$ cat src/rtl/gf180mcu_fd_sc_mcu7t5v0__bist_pkg.sv
// Shared types and helpers for the aoi/oai standard-cell BIST sequencers.
package gf180mcu_fd_sc_mcu7t5v0__bist_pkg;

  localparam int unsigned ERR_CNT_W = 5;
  localparam int unsigned SETTLE_W  = 4;
  localparam int unsigned PASS_W    = 2;

  typedef enum logic [2:0] {
    StIdle,
    StApply,
    StSettle,
    StCheck,
    StFinish
  } bist_state_e;

  function automatic logic [3:0] gray4(input logic [3:0] bin);
    return bin ^ (bin >> 1);
  endfunction

  // Vector is packed {A1, A2, B, C}.
  function automatic logic oai211_exp(input logic [3:0] vec);
    return ~((vec[3] | vec[2]) & vec[1] & vec[0]);
  endfunction

endpackage

$ cat src/rtl/gf180mcu_fd_sc_mcu7t5v0__bist_settle_cnt.sv
// Loadable down-counter with a zero flag; holds the current vector before sampling.
module gf180mcu_fd_sc_mcu7t5v0__bist_settle_cnt
  import gf180mcu_fd_sc_mcu7t5v0__bist_pkg::*;
#(
  parameter int unsigned Width = SETTLE_W
) (
  input  logic             clk_i,
  input  logic             rn_i,
  input  logic             load_i,
  input  logic [Width-1:0] load_val_i,
  input  logic             dec_i,
  output logic             zero_o
);

  logic [Width-1:0] cnt_q, cnt_d;

  always_comb begin
    cnt_d = cnt_q;
    if (load_i) begin
      cnt_d = load_val_i;
    end else if (dec_i && (cnt_q != '0)) begin
      cnt_d = cnt_q - 1'b1;
    end
  end

  always_ff @(posedge clk_i) begin
    if (!rn_i) begin
      cnt_q <= '0;
    end else begin
      cnt_q <= cnt_d;
    end
  end

  assign zero_o = (cnt_q == '0);

endmodule

$ cat src/rtl/gf180mcu_fd_sc_mcu7t5v0__oai211_bist.sv
// BIST sequencer for an oai211 cell: walks 16 Gray-ordered vectors, checks ZN, logs errors.
module gf180mcu_fd_sc_mcu7t5v0__oai211_bist
  import gf180mcu_fd_sc_mcu7t5v0__bist_pkg::*;
#(
  parameter int unsigned SETTLE_CYCLES = 2,
  parameter int unsigned PASSES        = 1
) (
  input  logic                 clk_i,
  input  logic                 rn_i,
  input  logic                 start_i,
  input  logic                 abort_i,
  input  logic                 zn_i,
  output logic                 a1_o,
  output logic                 a2_o,
  output logic                 b_o,
  output logic                 c_o,
  output logic                 busy_o,
  output logic                 done_o,
  output logic                 pass_o,
  output logic [ERR_CNT_W-1:0] err_cnt_o,
  output logic [3:0]           fail_vec_o
);

  localparam logic [SETTLE_W-1:0] SettleLoad = SETTLE_W'(SETTLE_CYCLES - 1);
  localparam logic [PASS_W-1:0]   LastPass   = PASS_W'(PASSES - 1);

  bist_state_e          state_q, state_d;
  logic [3:0]           step_q, step_d;
  logic [PASS_W-1:0]    pass_cnt_q, pass_cnt_d;
  logic [3:0]           vec_q, vec_d;
  logic [ERR_CNT_W-1:0] err_q, err_d;
  logic [3:0]           fail_q, fail_d;
  logic                 pass_q, pass_d;
  logic                 done_q, done_d;
  logic                 busy_q, busy_d;
  logic                 cnt_load, cnt_dec, cnt_zero, aborted;

  gf180mcu_fd_sc_mcu7t5v0__bist_settle_cnt #(
    .Width(SETTLE_W)
  ) u_settle_cnt (
    .clk_i     (clk_i),
    .rn_i      (rn_i),
    .load_i    (cnt_load),
    .load_val_i(SettleLoad),
    .dec_i     (cnt_dec),
    .zero_o    (cnt_zero)
  );

  always_comb begin
    state_d    = state_q;
    step_d     = step_q;
    pass_cnt_d = pass_cnt_q;
    err_d      = err_q;
    fail_d     = fail_q;
    pass_d     = pass_q;
    done_d     = 1'b0;
    cnt_load   = 1'b0;
    cnt_dec    = 1'b0;
    aborted    = 1'b0;

    // Abort outranks everything, including the comparison pending in CHECK.
    if (abort_i && (state_q inside {StApply, StSettle, StCheck})) begin
      state_d = StFinish;
      aborted = 1'b1;
    end else begin
      unique case (state_q)
        StIdle: begin
          if (start_i) begin
            err_d      = '0;
            fail_d     = '0;
            pass_d     = 1'b0;
            step_d     = '0;
            pass_cnt_d = '0;
            state_d    = StApply;
          end
        end
        StApply: begin
          cnt_load = 1'b1;
          state_d  = StSettle;
        end
        StSettle: begin
          if (cnt_zero) begin
            state_d = StCheck;
          end else begin
            cnt_dec = 1'b1;
          end
        end
        StCheck: begin
          if (zn_i != oai211_exp(vec_q)) begin
            if (err_q == '0) begin
              fail_d = vec_q;
            end
            if (err_q != '1) begin
              err_d = err_q + 1'b1;
            end
          end
          if (step_q == 4'hf) begin
            if (pass_cnt_q == LastPass) begin
              state_d = StFinish;
            end else begin
              pass_cnt_d = pass_cnt_q + 1'b1;
              step_d     = '0;
              state_d    = StApply;
            end
          end else begin
            step_d  = step_q + 1'b1;
            state_d = StApply;
          end
        end
        StFinish: state_d = StIdle;
        default:  state_d = StIdle;
      endcase
    end

    if (state_d == StFinish) begin
      done_d = 1'b1;
      pass_d = !aborted && (err_d == '0);
    end

    // Vector register is loaded on entry to APPLY so the drive is registered.
    if (state_d == StApply) begin
      vec_d = gray4(step_d);
    end else if ((state_d == StIdle) || (state_d == StFinish)) begin
      vec_d = '0;
    end else begin
      vec_d = vec_q;
    end

    busy_d = (state_d != StIdle);
  end

  always_ff @(posedge clk_i) begin
    if (!rn_i) begin
      state_q    <= StIdle;
      step_q     <= '0;
      pass_cnt_q <= '0;
      vec_q      <= '0;
      err_q      <= '0;
      fail_q     <= '0;
      pass_q     <= 1'b0;
      done_q     <= 1'b0;
      busy_q     <= 1'b0;
    end else begin
      state_q    <= state_d;
      step_q     <= step_d;
      pass_cnt_q <= pass_cnt_d;
      vec_q      <= vec_d;
      err_q      <= err_d;
      fail_q     <= fail_d;
      pass_q     <= pass_d;
      done_q     <= done_d;
      busy_q     <= busy_d;
    end
  end

  assign a1_o       = vec_q[3];
  assign a2_o       = vec_q[2];
  assign b_o        = vec_q[1];
  assign c_o        = vec_q[0];
  assign busy_o     = busy_q;
  assign done_o     = done_q;
  assign pass_o     = pass_q;
  assign err_cnt_o  = err_q;
  assign fail_vec_o = fail_q;

endmodule

$ cat config.mk
export PLATFORM = sky130hd
export DESIGN_NAME = gf180mcu_fd_sc_mcu7t5v0__oai211_bist
export DESIGN_NICKNAME = d
export VERILOG_FILES = /design/src/rtl/gf180mcu_fd_sc_mcu7t5v0__bist_pkg.sv /design/src/rtl/gf180mcu_fd_sc_mcu7t5v0__bist_settle_cnt.sv /design/src/rtl/gf180mcu_fd_sc_mcu7t5v0__oai211_bist.sv
export SDC_FILE = /design/constraint.sdc
export NUM_CORES = 1
export LEC_CHECK = 0
export BUFFER_PORTS_ARGS = -buffer_cell sky130_fd_sc_hd__buf_2
export CORE_MARGIN = 4
export CORE_UTILIZATION = 61
export DETAILED_ROUTE_END_ITERATION = 16
export GPL_ROUTABILITY_DRIVEN = 0
export PLACE_DENSITY = 0.84
export SLEW_MARGIN = 20
export SYNTH_ARGS = -nofsm -noshare
export SYNTH_HDL_FRONTEND = slang
export SYNTH_SLANG_ARGS = --single-unit
$ cat constraint.sdc
create_clock -name clk_i -period 2.6 [get_ports clk_i]
set_input_delay 0.26 -clock clk_i [delete_from_list [all_inputs] [get_ports clk_i]]
set_output_delay 0.26 -clock clk_i [all_outputs]
set_load 0.02 [all_outputs]
==> run metrics <==
pwr dens=approximately 480 nW/µm²; Post-Syn Nets=200; post-CTS setup buffer count=0; num rows=18; Residual DRC=0; I/O Pins=21; core footprint=2522 µm²; status=completed; RSZ-0062 raised after global routing=no; WL/cell=15.73 µm; Worst EP arrival=2500 ps; Post-synth EDFFs=0; DP Area=between 1500 and 2000 µm²; Layout area overhead=7.421%; Die ar.=between 3000 and 4000 µm²; # fillers=197; vias per inst=around 6.4; vias in the first global route=1307; Fin. Hold Viols=0; post-route ant nets=0; setup TNS=0 ps; share of cells above drive strength 1=17.07%; WP data required=2860 ps; Fmax=447.7 MHz; post-synth design cell area=between 1500 and 2000 µm²; die height=about 60 µm; maxcap violations=0; CTS max path bufs=2; Hold/Removal Path Class=input pin to register; # resized after CTS=0; sequential area share after synthesis=35.50%; Clk Latency, worst-skew pair=roughly 320 ps; Setup Viol. Count Final=0; critical path class=register to register; Post-synth top flop=dfxtp_1; CTS clock-pin slew for the worst setup and hold paths=80 ps; Slew Viols, Final=0; CTS root buf=clkbuf_4; Layout Skew=around 5.3 ps; first-pass GRT wire length=5975 µm; Slew HR=58.17%; crit end category=register; Synth cell types=51; H-Tree Depth=2; GRT Total Usage=between 20% and 30%; CTS tree=done; DR pass1 iterations=5; synth warn=0; Finished Cell Area=1757 µm²; fin crit period=2234 ps; Leakage=0.0007367 µW; input/output buffers=20; post-synthesis async set-or-reset flop share=0%; starting density of the core=64.83%; CP Launch Type=register; Final Util=69.64%; post-route clock period utilization=around 86%; initial drt markers=96; cts hold-fix bufs=0; via count=1514; CP Max Fanout=19; TritonCTS buffer count=5; drt total wl=approximately 3700 µm; Syn Area/Cell=around 8.6 µm²; nets=215; Die W=59.78 µm; Slew @ Worst Pin=626.5 ps; Clock Sinks=29; ant diodes=0; initial antenna violation count=0; Worst VDD drop=~330 µV; global route total overflow=0; post-DP HPWL=around 2700 µm; Mapped Cells=190; largest net degree at the start of global routing=20; #FFs+latches synth=29
[Yosys cell counts, types with 4 or more instances]
cell	number	area [µm²]
a211oi_1	4	30.03
a21oi_1	8	40.04
a31oi_1	4	25.02
and3_1	8	50.05
clkbuf_1	7	26.28
dfxtp_1	29	580.6
ha_1	5	62.56
inv_1	10	37.54
mux2i_1	6	60.06
nand2_1	8	30.03
nand3_1	11	55.05
nor2_1	23	86.33
o21ai_0	6	30.03
[report_power, final]
part / internal, µW / total (µW) / switching (µW)
Clock: 127 / 272 / 144
Sequential: 452 / 469 / 17.2
Combinational: 40.0 / 102 / 62.1
[flip-flops by register name, summed over array words and instances (netlist names)]
register            cells
busy_o                  1
vec_q                   4
step_q                  4
pass_o                  1
state_q                 3
fail_vec_o              4
pass_cnt_q              2
err_cnt_o               5
u_settle_cnt.cnt_q      4
done_o                  1
[path summary, 6_finish.rpt]
path,slack [ps],cells past startpoint,startpoint,end
hold / removal,290,2,abort_i,state_q[1]$_SDFF_PN0_
hold reg to reg,460,2,pass_cnt_q[1]$_SDFFE_PN0P_,pass_cnt_q[1]$_SDFFE_PN0P_
setup / recovery,370,5,state_q[1]$_SDFF_PN0_,vec_q[2]$_SDFFE_PN0P_
setup reg to reg,370,5,state_q[1]$_SDFF_PN0_,vec_q[2]$_SDFFE_PN0P_
[kinds of logic (layout without fill, tap and decap cells)]
logic type	Yosys count	in the layout	share of synthesized area (%)
flops	29	29	35.50
xor+xnor	5	5	2.678
buf+inv	22	37	6.657
compound gates	45	45	19.21
mux	6	6	3.673
fa+ha+maj	5	5	3.826
simple gates	78	78	28.46
[placed cells by master (no fill, tap or decap), drive strengths merged, types with 4 or more instances in the layout]
master / count
dfxtp: 29
nor2: 23
buf: 20
nand3: 13
inv: 10
nand2: 8
and3: 8
a21oi: 8
clkbuf: 7
o21ai: 6
mux2i: 6
ha: 5
a211oi: 4
a31oi: 4
[metrics by stage]
stage | total power [µW] | instances | hold slack, ps | worst slack (ps)
global placement | 574.4 | 228 | 441.4 | 538.1
finish | 842.7 | 235 | 293.4 | 366.2
CTS | 847.9 | 235 | 277.9 | 409.6
detailed placement | 579.2 | 228 | 448.7 | 426.1
global route | 886.0 | 235 | 299.2 | 251.8
floorplan | 562.0 | 190 | 431.9 | 857.4
[routing by layer]
layer  GRT usage (%)  up-vias  part of all wire (%)
li1                -      741                     -
met1           26.87      700                    44
met2           35.19       60                    48
met3           6.911       13                   5.5
met4           12.97        0                   2.3
met5               0        -                     0
[cell type report]
class | instances | area [µm²] | share of cell area (%)
tap | 30 | 37.54 | 2.137
timing repair buffer | 20 | 100.1 | 5.698
multi-input combinational | 139 | 945.9 | 53.85
sequential | 29 | 580.6 | 33.05
inverter | 10 | 37.54 | 2.137
clock buffer | 7 | 55.05 | 3.134
[worst max-delay path, cell delays in order, from the launching register on]
cell and delay, ps:
dfxtp_1 730, and4bb_2 470, nor2_1 140, a31o_2 270, or4_1 490, nand3_1 80
(Power assumes the default switching activity.)
